--- src/rtl/multicycle_cpu_core.sv ---
// Multicycle FETCH/DECODE/EXEC/WB CPU core with parametrised datapath and register file.
// Latency 4 cycles/instruction plus one per imem wait cycle; FETCH stalls until imem_valid.
module multicycle_cpu_core #(
    parameter int DATA_W = 8,
    parameter int NREGS  = 4,
    parameter int PC_W   = 8
) (
    input  logic              clk,
    input  logic              rst,
    output logic              imem_req,
    output logic [PC_W-1:0]   imem_addr,
    input  logic              imem_valid,
    input  logic [15:0]       imem_data,
    output logic [PC_W-1:0]   pc_out,
    output logic [DATA_W-1:0] alu_out,
    output logic [3:0]        flags,
    output logic              halted,
    output logic              illegal,
    input  logic [2:0]        dbg_addr,
    output logic [DATA_W-1:0] dbg_data
);
    typedef enum logic [2:0] {S_FETCH, S_DECODE, S_EXEC, S_WB, S_HALT} state_t;

    state_t            state_q, state_d;
    logic [PC_W-1:0]   pc_q, pc_d, npc_q, npc_d;
    logic [15:0]       ir_q, ir_d;
    logic [DATA_W-1:0] a_q, a_d, b_q, b_d, alu_q, alu_d, wb_q, wb_d;
    logic [3:0]        flags_q, flags_d;
    logic              illegal_q, illegal_d;
    logic              reg_we;
    logic [DATA_W-1:0] regs_q [8];

    logic [3:0] op;
    logic [2:0] rd, rs1, rs2;
    assign op  = ir_q[15:12];
    assign rd  = ir_q[11:9];
    assign rs1 = ir_q[8:6];
    assign rs2 = ir_q[5:3];

    // Immediate widened with zeros, then cut to the destination width.
    logic [DATA_W+7:0] imm_data_ext;
    logic [PC_W+7:0]   imm_pc_ext;
    logic [DATA_W-1:0] imm_data;
    logic [PC_W-1:0]   imm_pc;
    assign imm_data_ext = {{DATA_W{1'b0}}, ir_q[7:0]};
    assign imm_pc_ext   = {{PC_W{1'b0}}, ir_q[7:0]};
    assign imm_data     = imm_data_ext[DATA_W-1:0];
    assign imm_pc       = imm_pc_ext[PC_W-1:0];

    logic [DATA_W-1:0] rs1_val, rs2_val;
    assign rs1_val  = (32'(rs1) < NREGS) ? regs_q[rs1] : '0;
    assign rs2_val  = (32'(rs2) < NREGS) ? regs_q[rs2] : '0;
    assign dbg_data = (32'(dbg_addr) < NREGS) ? regs_q[dbg_addr] : '0;

    logic [DATA_W:0]   add_full, sub_full;
    logic [DATA_W-1:0] add_res, sub_res, and_res, or_res, xor_res;
    logic              add_ovf, sub_ovf;
    assign add_full = {1'b0, a_q} + {1'b0, b_q};
    assign sub_full = {1'b0, a_q} - {1'b0, b_q};
    assign add_res  = add_full[DATA_W-1:0];
    assign sub_res  = sub_full[DATA_W-1:0];
    assign and_res  = a_q & b_q;
    assign or_res   = a_q | b_q;
    assign xor_res  = a_q ^ b_q;
    assign add_ovf  = (a_q[DATA_W-1] == b_q[DATA_W-1]) && (add_res[DATA_W-1] != a_q[DATA_W-1]);
    assign sub_ovf  = (a_q[DATA_W-1] != b_q[DATA_W-1]) && (sub_res[DATA_W-1] != a_q[DATA_W-1]);

    always_comb begin
        state_d   = state_q;
        pc_d      = pc_q;
        npc_d     = npc_q;
        ir_d      = ir_q;
        a_d       = a_q;
        b_d       = b_q;
        alu_d     = alu_q;
        wb_d      = wb_q;
        flags_d   = flags_q;
        illegal_d = illegal_q;
        reg_we    = 1'b0;
        case (state_q)
            S_FETCH: begin
                if (imem_valid) begin
                    ir_d    = imem_data;
                    state_d = S_DECODE;
                end
            end
            S_DECODE: begin
                a_d     = rs1_val;
                b_d     = rs2_val;
                state_d = S_EXEC;
            end
            S_EXEC: begin
                state_d = S_WB;
                npc_d   = pc_q + PC_W'(1);
                case (op)
                    4'h0: ;
                    4'h1: begin
                        alu_d   = add_res;
                        wb_d    = add_res;
                        flags_d = {add_ovf, add_res[DATA_W-1], add_res == '0, add_full[DATA_W]};
                    end
                    4'h2, 4'hA: begin
                        alu_d   = sub_res;
                        wb_d    = sub_res;
                        flags_d = {sub_ovf, sub_res[DATA_W-1], sub_res == '0, sub_full[DATA_W]};
                    end
                    4'h3: begin
                        alu_d   = and_res;
                        wb_d    = and_res;
                        flags_d = {1'b0, and_res[DATA_W-1], and_res == '0, 1'b0};
                    end
                    4'h4: begin
                        alu_d   = or_res;
                        wb_d    = or_res;
                        flags_d = {1'b0, or_res[DATA_W-1], or_res == '0, 1'b0};
                    end
                    4'h5: begin
                        alu_d   = xor_res;
                        wb_d    = xor_res;
                        flags_d = {1'b0, xor_res[DATA_W-1], xor_res == '0, 1'b0};
                    end
                    4'h6: wb_d = imm_data;
                    4'h7: wb_d = a_q;
                    4'h8: npc_d = imm_pc;
                    4'h9: if (flags_q[1]) npc_d = imm_pc;
                    4'hF: npc_d = pc_q;  // HLT leaves pc pointing at itself
                    default: illegal_d = 1'b1;
                endcase
            end
            S_WB: begin
                reg_we  = (op >= 4'h1) && (op <= 4'h7);
                pc_d    = npc_q;
                state_d = (op == 4'hF) ? S_HALT : S_FETCH;
            end
            S_HALT: ;
            default: state_d = S_FETCH;
        endcase
    end

    always_ff @(posedge clk or negedge rst) begin
        if (!rst) begin
            state_q   <= S_FETCH;
            pc_q      <= '0;
            npc_q     <= '0;
            ir_q      <= '0;
            a_q       <= '0;
            b_q       <= '0;
            alu_q     <= '0;
            wb_q      <= '0;
            flags_q   <= '0;
            illegal_q <= 1'b0;
        end else begin
            state_q   <= state_d;
            pc_q      <= pc_d;
            npc_q     <= npc_d;
            ir_q      <= ir_d;
            a_q       <= a_d;
            b_q       <= b_d;
            alu_q     <= alu_d;
            wb_q      <= wb_d;
            flags_q   <= flags_d;
            illegal_q <= illegal_d;
        end
    end

    // Entries at or above NREGS are never written and stay zero.
    always_ff @(posedge clk or negedge rst) begin
        if (!rst) begin
            for (int i = 0; i < 8; i++) regs_q[i] <= '0;
        end else if (reg_we && (32'(rd) < NREGS)) begin
            regs_q[rd] <= wb_q;
        end
    end

    assign imem_req  = (state_q == S_FETCH);
    assign imem_addr = pc_q;
    assign pc_out    = pc_q;
    assign alu_out   = alu_q;
    assign flags     = flags_q;
    assign halted    = (state_q == S_HALT);
    assign illegal   = illegal_q;

endmodule

--- config.mk ---
export PLATFORM = sky130hd
export DESIGN_NAME = multicycle_cpu_core
export DESIGN_NICKNAME = d
export VERILOG_FILES = /design/src/rtl/multicycle_cpu_core.sv
export SDC_FILE = /design/constraint.sdc
export NUM_CORES = 1
export LEC_CHECK = 0
export BUFFER_PORTS_ARGS = -buffer_cell sky130_fd_sc_hd__clkbuf_2
export CAP_MARGIN = 20
export CORE_UTILIZATION = 60
export CTS_CLUSTER_SIZE = 12
export DETAILED_ROUTE_END_ITERATION = 10
export GPL_ROUTABILITY_DRIVEN = 0
export PLACE_DENSITY = 0.81
export SYNTH_ARGS = -nofsm -noshare
export SYNTH_HDL_FRONTEND = slang
export SYNTH_SLANG_ARGS = --single-unit
export TNS_END_PERCENT = 50
--- constraint.sdc ---
create_clock -name clk -period 2.95 [get_ports clk]
set_input_delay 0 -clock clk [delete_from_list [all_inputs] [get_ports clk]]
set_output_delay 0 -clock clk [all_outputs]
set_load 0.1 [all_outputs]
==> impl_results.html, run 1 <==
<table>
<tr><th>Metric</th><th>Value</th></tr>
<tr><th colspan="2">Synth</th></tr>
<tr><td>Most common cell in the synthesized netlist</td><td>dfrtp_1</td></tr>
<tr><td>Cell Area, Synth</td><td>about 6400 um^2</td></tr>
<tr><td>Top cell type's share of synthesized area</td><td>40.52%</td></tr>
<tr><td>Prevailing post-synth register cell</td><td>dfrtp_1</td></tr>
<tr><td>Nets in the synthesized netlist</td><td>621</td></tr>
<tr><td>Count of distinct cell types in the synthesized netlist</td><td>67</td></tr>
<tr><td>Cell taking the most area after synthesis</td><td>dfrtp_1</td></tr>
<tr><td>Top cells by area, synth</td><td>dfrtp_1 41%, mux2_2 10%, mux4_2 8.5%</td></tr>
<tr><td>Seq cells post-synth</td><td>103</td></tr>
<tr><td>Syn. warnings</td><td>0</td></tr>
<tr><td>Cell types with the highest counts after synthesis</td><td>103 x dfrtp_1, 59 x mux2_2, 33 x nor2_1</td></tr>
<tr><td>Mean area per synthesized cell</td><td>11.12 um^2</td></tr>
<tr><td>Syn Inst Count</td><td>572</td></tr>
<tr><td>Sequential share of the synthesized area</td><td>40.52%</td></tr>
<tr><td>Count of flip-flops with a built-in enable after synthesis</td><td>0</td></tr>
<tr><td>Proportion of register bits with asynchronous set or reset after synthesis</td><td>100.0%</td></tr>
<tr><th colspan="2">Setup path</th></tr>
<tr><td>Arrival time at the worst endpoint</td><td>~2.9 ns</td></tr>
<tr><td>Data required time of the critical path</td><td>3.22 ns</td></tr>
<tr><td>FF-to-FF End</td><td>wb_q[4]</td></tr>
<tr><td>Worst Path Max Fanout</td><td>11</td></tr>
<tr><td>CP Class</td><td>reg2reg</td></tr>
<tr><td>Critical path launch point type</td><td>flop</td></tr>
<tr><td>Kind of cell adding the most delay to the critical path</td><td>compound AO/OA/AOI/OAI gates</td></tr>
<tr><td>Maximum single-stage delay on the critical path</td><td>0.53 ns</td></tr>
<tr><td>Critical Path Source</td><td>a_q[2]</td></tr>
<tr><td>Worst reg-to-reg path cell count</td><td>8</td></tr>
<tr><td>Critical path buffer and inverter count</td><td>1</td></tr>
<tr><td>Worst reg-to-reg setup slack</td><td>roughly 0.32 ns</td></tr>
<tr><td>Kind of end point of the critical path</td><td>flop</td></tr>
<tr><td>CP max stage cell</td><td>ha_1</td></tr>
<tr><td>Worst path cell trace</td><td>inv_1, ha_1, nor3_1, or3_1, a21o_1, a21oi_1, a21oi_1, a21o_1</td></tr>
<tr><td>Worst r2r src</td><td>a_q[2]</td></tr>
<tr><th colspan="2">STA</th></tr>
<tr><td>Max_slew headroom</td><td>35.46%</td></tr>
<tr><td>Post-Route Setup TNS</td><td>0 ns</td></tr>
<tr><td>Max frequency</td><td>about 380 MHz</td></tr>
<tr><td>Setup-violating endpoint count in the final report</td><td>0</td></tr>
<tr><td>Max-slew violation count</td><td>0</td></tr>
<tr><td>Clock period minus final worst setup slack</td><td>2.626 ns</td></tr>
<tr><td>Part of the cycle the worst path needs</td><td>about 89%</td></tr>
<tr><td>Final setup skew</td><td>roughly 0.0092 ns</td></tr>
<tr><td>Number of failing hold endpoints at the final stage</td><td>0</td></tr>
<tr><td>RSZ-0062 raised after global routing</td><td>no</td></tr>
<tr><td>Least-Margin Pin Slew</td><td>0.9559 ns</td></tr>
<tr><th colspan="2">Finish</th></tr>
<tr><td>Number of nets in the final layout</td><td>679</td></tr>
<tr><td>Filler cells</td><td>787</td></tr>
<tr><td>Filler-free cell count of the finished design</td><td>771</td></tr>
<tr><td>Diode count</td><td>0</td></tr>
<tr><td>Signed area change from the synthesized netlist to the final layout</td><td>11.78%</td></tr>
<tr><td>Area taken by multi-input logic gates</td><td>approximately 3500 um^2</td></tr>
<tr><td>Sequential cell area</td><td>2577 um^2</td></tr>
<tr><td>Ratio of cells with drive above 1 in the final layout</td><td>29.61%</td></tr>
<tr><th colspan="2">Global routing</th></tr>
<tr><td>Initial antenna violation count</td><td>0</td></tr>
<tr><td>First-pass GRT wire length</td><td>approximately 25000 um</td></tr>
<tr><td>Congestion Overflow GR</td><td>0</td></tr>
<tr><td>Overall track demand over capacity in global routing</td><td>29.40%</td></tr>
<tr><td>Vias in the first global route</td><td>4774</td></tr>
<tr><td>Largest net degree at the start of global routing</td><td>87</td></tr>
<tr><th colspan="2">Placed design</th></tr>
<tr><td>Placed insts</td><td>736</td></tr>
<tr><td>Post-detailed-placement half-perimeter wirelength</td><td>10920 um</td></tr>
<tr><td>IO Port Bufs</td><td>60</td></tr>
<tr><th colspan="2">Worst hold path</th></tr>
<tr><td>HP Class</td><td>in2async</td></tr>
<tr><th colspan="2">Floorplanning</th></tr>
<tr><td>DIE HEIGHT</td><td>105.0 um</td></tr>
<tr><td>Core Rows</td><td>37</td></tr>
<tr><td>Starting density of the core</td><td>around 62%</td></tr>
<tr><td>Die W</td><td>105.0 um</td></tr>
<tr><td>Core box area</td><td>about 10000 um^2</td></tr>
<tr><td>Area of the die</td><td>approximately 11000 um^2</td></tr>
<tr><td>Ports placed on the boundary</td><td>61</td></tr>
<tr><th colspan="2">Clock tree</th></tr>
<tr><td>Clock buffer count from CTS</td><td>9</td></tr>
<tr><td>Clock-pin slew on the worst setup and hold paths</td><td>about 0.11 ns</td></tr>
<tr><td>Htree depth</td><td>3</td></tr>
<tr><td>CTS tree</td><td>done</td></tr>
<tr><td>Clock root buffer</td><td>clkbuf_8</td></tr>
<tr><td>Count of cells resized by post-cts repair</td><td>0</td></tr>
<tr><td>Maximum clock insertion buffer count</td><td>2</td></tr>
<tr><td>Clock sink count</td><td>103</td></tr>
<tr><td>Number of buffers inserted to repair setup after CTS</td><td>0</td></tr>
<tr><td>Clock network latency to the later pin of the worst-skew pair</td><td>0.37 ns</td></tr>
<tr><th colspan="2">Drt</th></tr>
<tr><td>Routed WL per cell</td><td>between 20 and 25 um</td></tr>
<tr><td>Post-DR vias/cell</td><td>between 6 and 7</td></tr>
<tr><td>Number of design-rule violations left by the first detailed-router iteration</td><td>388</td></tr>
<tr><td>Remaining antenna violation count after routing</td><td>0</td></tr>
<tr><td>Drc violations</td><td>0</td></tr>
<tr><td>DR vias</td><td>around 5000</td></tr>
<tr><td>Detailed-route wire length</td><td>15640 um</td></tr>
<tr><td>TritonRoute pass-1 iters</td><td>5</td></tr>
<tr><th colspan="2">Status</th></tr>
<tr><td>Outcome</td><td>finished, final reports clean</td></tr>
<tr><th colspan="2">Job</th></tr>
<tr><td># Max-Cap Violations</td><td>0</td></tr>
</table>
registers in the layout (all words and copies together), names as in the netlist:
| signal | flops |
|---|---|
| flags | 4 |
| wb_q | 8 |
| b_q | 8 |
| a_q | 8 |
| npc_q | 8 |
| imem_addr | 8 |
| alu_out | 7 |
| regs_q | 32 |
| state_q | 3 |
| illegal | 1 |
| ir_q | 16 |
repair_timing:
action | CTS | global route
hold endpoints to repair | 101 | 0
endpoints found under the setup margin | 0 | 0
hold buffers | 18 | 0
cell usage in the layout, fill, tap and decap left out, drive strengths merged, types with 15 or more instances in the layout:
master and n:
nor2 34, dlygate4sd3 18, nand2 21, dfrtp 103, a21oi 29, inv 26
ha 25, clkbuf 68, mux2 59, nor2b 15, a22o 17, mux4 24
o21ai 36
cell families (layout without fill, tap and decap cells):
family | count (synthesis) | count (layout) | synth area share, %
muxes | 93 | 93 | 20.52
DFF | 103 | 103 | 40.52
and+or+nand+nor | 135 | 135 | 12.23
adders and majority gates | 27 | 27 | 5.547
AOI/OAI and AO/OA | 136 | 136 | 14.71
xor gates and xnor gates | 12 | 12 | 1.652
buffers and inverters | 66 | 129 | 4.819
per-stage QoR:
stage | setup WS, ns | cell area (um^2) | util (%) | hold WS [ns]
after global routing | 0.2253 | 7111 | 68.88 | 0.1403
after floorplan | -0.1782 | 6366 | - | -0.2956
after global placement | 0.5018 | 6706 | 64.96 | 0.2081
after detailed placement | 0.4504 | 6706 | 64.96 | 0.2131
after CTS | 0.4298 | 7083 | 68.61 | 0.3643
final | 0.3244 | 7111 | 68.88 | 0.09899
layout make-up:
type                       count  share of cell area, %
multi-input combinational    403                  49.04
clock buffer                   9                  1.742
inverter                      23                  1.214
tap                          136                  2.393
timing repair buffer          90                  8.341
clock inverter                 7                  1.021
sequential                   103                  36.25
per-layer routing:
layer	up-vias	routed length [um]	part of all wire (%)	GRT usage, %
li1	2243	-	-	-
met1	2451	6663	43	42.10
met2	251	7458	48	45.32
met3	35	1170	7.5	4.928
met4	0	344	2.2	10.56
met5	-	0	0	0
how the worst max path moves through the flow:
stage / endpoint / slack (ns) / depth (start not counted)
floorplan: state_q[2] / -0.18 / 3
global placement: wb_q[4] / 0.50 / 8
detailed placement: wb_q[4] / 0.45 / 8
CTS: wb_q[4] / 0.43 / 8
global route: wb_q[4] / 0.23 / 8
finish: wb_q[4] / 0.32 / 8
Power of run 1 is left out: the tool's default activity adds up to more than one toggle a clock period on the data nets, which glitch-free logic cannot reach.
==> run 2, diff against run 1 <==
--- a/config.mk
+++ b/config.mk
@@ -12,6 +12,7 @@
 export DETAILED_ROUTE_END_ITERATION = 10
 export GPL_ROUTABILITY_DRIVEN = 0
 export PLACE_DENSITY = 0.81
+export REMOVE_ABC_BUFFERS = 1
 export SYNTH_ARGS = -nofsm -noshare
 export SYNTH_HDL_FRONTEND = slang
 export SYNTH_SLANG_ARGS = --single-unit
==> run 2 against run 1 <==
Net effect:
- sequential share of layout area fell by 0.11 points
- register-to-register slack worse by 0.03 ns
- worst hold slack better by 0.086 ns
==> impl_results.html, run 2 (same netlist as run 1, synthesis figures left out) <==
<table>
<tr><th>Metric</th><th>Value</th></tr>
<tr><th colspan="2">Clock tree</th></tr>
<tr><td>Clock root buffer</td><td>clkbuf_8</td></tr>
<tr><td>Htree depth</td><td>3 (unchanged)</td></tr>
<tr><td>Clock sink count</td><td>103 (unchanged)</td></tr>
<tr><td>Maximum clock insertion buffer count</td><td>2 (unchanged)</td></tr>
<tr><td>Clock buffer count from CTS</td><td>9 (unchanged)</td></tr>
<tr><td>CTS tree</td><td>done</td></tr>
<tr><td>Clock-pin slew on the worst setup and hold paths</td><td>0.10 ns (about the same)</td></tr>
<tr><td>Clock network latency to the later pin of the worst-skew pair</td><td>0.38 ns (about the same)</td></tr>
<tr><th colspan="2">Drt</th></tr>
<tr><td>Post-DR vias/cell</td><td>6.697 (+3.7%)</td></tr>
<tr><td>DR vias</td><td>5157 (+3.6%)</td></tr>
<tr><td>Number of design-rule violations left by the first detailed-router iteration</td><td>559 (+44%)</td></tr>
<tr><td>TritonRoute pass-1 iters</td><td>8 (+3)</td></tr>
<tr><td>Drc violations</td><td>0 (unchanged)</td></tr>
<tr><td>Detailed-route wire length</td><td>15940 um (+1.9%)</td></tr>
<tr><td>Remaining antenna violation count after routing</td><td>0 (unchanged)</td></tr>
<tr><td>Routed WL per cell</td><td>20.69 um (+2.0%)</td></tr>
<tr><th colspan="2">Job</th></tr>
<tr><td># Max-Cap Violations</td><td>0 (unchanged)</td></tr>
<tr><th colspan="2">Floorplanning</th></tr>
<tr><td>Core Rows</td><td>37 (unchanged)</td></tr>
<tr><td>Core box area</td><td>10320 um^2 (unchanged)</td></tr>
<tr><td>Starting density of the core</td><td>61.62% (unchanged)</td></tr>
<tr><td>Area of the die</td><td>11020 um^2 (unchanged)</td></tr>
<tr><td>Ports placed on the boundary</td><td>61 (unchanged)</td></tr>
<tr><td>DIE HEIGHT</td><td>105.0 um (unchanged)</td></tr>
<tr><td>Die W</td><td>105.0 um (unchanged)</td></tr>
<tr><th colspan="2">Setup path</th></tr>
<tr><td>Arrival time at the worst endpoint</td><td>2.93 ns (+0.04 ns)</td></tr>
<tr><td>Worst reg-to-reg setup slack</td><td>0.29 ns (-0.03 ns)</td></tr>
<tr><td>CP Class</td><td>reg2reg</td></tr>
<tr><td>Worst Path Max Fanout</td><td>4 (-7)</td></tr>
<tr><td>Critical path launch point type</td><td>flop</td></tr>
<tr><td>Data required time of the critical path</td><td>3.22 ns (about the same)</td></tr>
<tr><td>Kind of end point of the critical path</td><td>flop</td></tr>
<tr><th colspan="2">STA</th></tr>
<tr><td>Max_slew headroom</td><td>39.82% (+4.4 points)</td></tr>
<tr><td>Number of failing hold endpoints at the final stage</td><td>0 (unchanged)</td></tr>
<tr><td>Max-slew violation count</td><td>0 (unchanged)</td></tr>
<tr><td>Setup-violating endpoint count in the final report</td><td>0 (unchanged)</td></tr>
<tr><td>Final worst-path setup slack</td><td>0.2895 ns (-0.03487 ns)</td></tr>
<tr><td>RSZ-0062 raised after global routing</td><td>no</td></tr>
<tr><td>Part of the cycle the worst path needs</td><td>90.19% (+1.2 points)</td></tr>
<tr><td>Least-Margin Pin Slew</td><td>0.8933 ns (-0.06266 ns)</td></tr>
<tr><td>Final setup skew</td><td>0.01043 ns (+0.001200 ns)</td></tr>
<tr><td>Clock period minus final worst setup slack</td><td>2.660 ns (+0.03487 ns)</td></tr>
<tr><td>Max frequency</td><td>375.9 MHz (-1.3%)</td></tr>
<tr><th colspan="2">Global routing</th></tr>
<tr><td>Overall track demand over capacity in global routing</td><td>29.70% (+0.31 points)</td></tr>
<tr><td>Initial antenna violation count</td><td>0 (unchanged)</td></tr>
<tr><td>Congestion Overflow GR</td><td>0 (unchanged)</td></tr>
<tr><td>First-pass GRT wire length</td><td>25300 um (+0.27%)</td></tr>
<tr><td>Vias in the first global route</td><td>4757 (-0.36%)</td></tr>
<tr><td>Largest net degree at the start of global routing</td><td>104 (+20%)</td></tr>
<tr><th colspan="2">Finish</th></tr>
<tr><td>Commonest non-fill, non-tap cells in the layout</td><td>103 x dfrtp_1, 59 x mux2_2, 59 x clkbuf_2, 33 x nor2_1</td></tr>
<tr><td>Diode count</td><td>0 (unchanged)</td></tr>
<tr><td>Signed area change from the synthesized netlist to the final layout</td><td>12.14%</td></tr>
<tr><td>Number of flip-flops under the largest register name</td><td>32 (unchanged)</td></tr>
<tr><td>Filler cells</td><td>752 (-4.4%)</td></tr>
<tr><td>Leading cell type in the layout, fill and taps excluded</td><td>dfrtp_1</td></tr>
<tr><td>Most flop-heavy register</td><td>regs_q</td></tr>
<tr><td>Number of nets in the final layout</td><td>678 (-0.15%)</td></tr>
<tr><td>Ratio of cells with drive above 1 in the final layout</td><td>29.34% (-0.27 points)</td></tr>
<tr><td>Largest registers</td><td>regs_q (32), ir_q (16)</td></tr>
<tr><th colspan="2">Placed design</th></tr>
<tr><td>IO Port Bufs</td><td>60 (unchanged)</td></tr>
<tr><td>Setup slack after placement</td><td>0.4460 ns (-0.004359 ns)</td></tr>
<tr><td>Post-detailed-placement half-perimeter wirelength</td><td>10900 um (-0.17%)</td></tr>
<tr><th colspan="2">Status</th></tr>
<tr><td>Outcome</td><td>finished, final reports clean</td></tr>
<tr><th colspan="2">Worst hold path</th></tr>
<tr><td>HP Class</td><td>in2async</td></tr>
</table>
-- run 2: layout make-up --
class | count | area [um^2] | area share, %
clock inverters | 6 | 101.3 | 1.421
inverters | 23 | 86.33 | 1.210
flip-flops and latches | 103 | 2577 | 36.13
multi-input cells | 403 | 3482 | 48.82
clock buffers | 10 | 137.6 | 1.929
well taps | 136 | 170.2 | 2.386
repair buffers | 89 | 578.1 | 8.104
-- run 2: timing repair --
item                      CTS  global route
hold endpoints to repair  120             0
setup buffers               0             0
resized for setup           0             0
hold buffers               18             0
-- run 2: layer usage --
metal / GRT usage (%) / vias to the layer above / wire (um)
met5: 0 / - / 0
met4: 9.859 / 0 / 440
met3: 4.367 / 50 / 1333
met2: 46.50 / 299 / 7521
met1: 42.70 / 2562 / 6640
li1: - / 2246 / -
-- run 2: critical path: stages (launching register included) --
cell and delay [ns]:
dfrtp_1 0.42, inv_1 0.09, ha_1 0.24, fa_1 0.47, nor3_1 0.32, or4_1 0.18, nand4_1 0.19, a21oi_1 0.25
o21ai_1 0.10, mux2_2 0.28
-- run 2: final timing paths --
check / startpoint / endpoint / cells past startpoint
max reg2reg: a_q[0] / alu_out[6] / 9
max in group asynchronous: rst / b_q[5] / 3
min in group clk: imem_data[13] / ir_q[13] / 4
min reg2reg: illegal / illegal / 1
min: rst / wb_q[6] / 3
max: a_q[0] / alu_out[6] / 9
-- run 2: through the flow --
step	std cells	TNS, ns	util [%]	instance area, um^2	hold slack [ns]
2_1_floorplan	529	-12.33	-	6141	-0.2956
3_3_place_gp	736	0	65.03	6714	0.09609
3_5_place_dp	736	0	65.03	6714	0.1088
4_1_cts	770	0	69.09	7133	0.2472
5_1_grt	770	0	69.09	7133	0.2912
6_report	770	0	69.09	7133	0.1853
Power of run 2 is left out for the same reason.
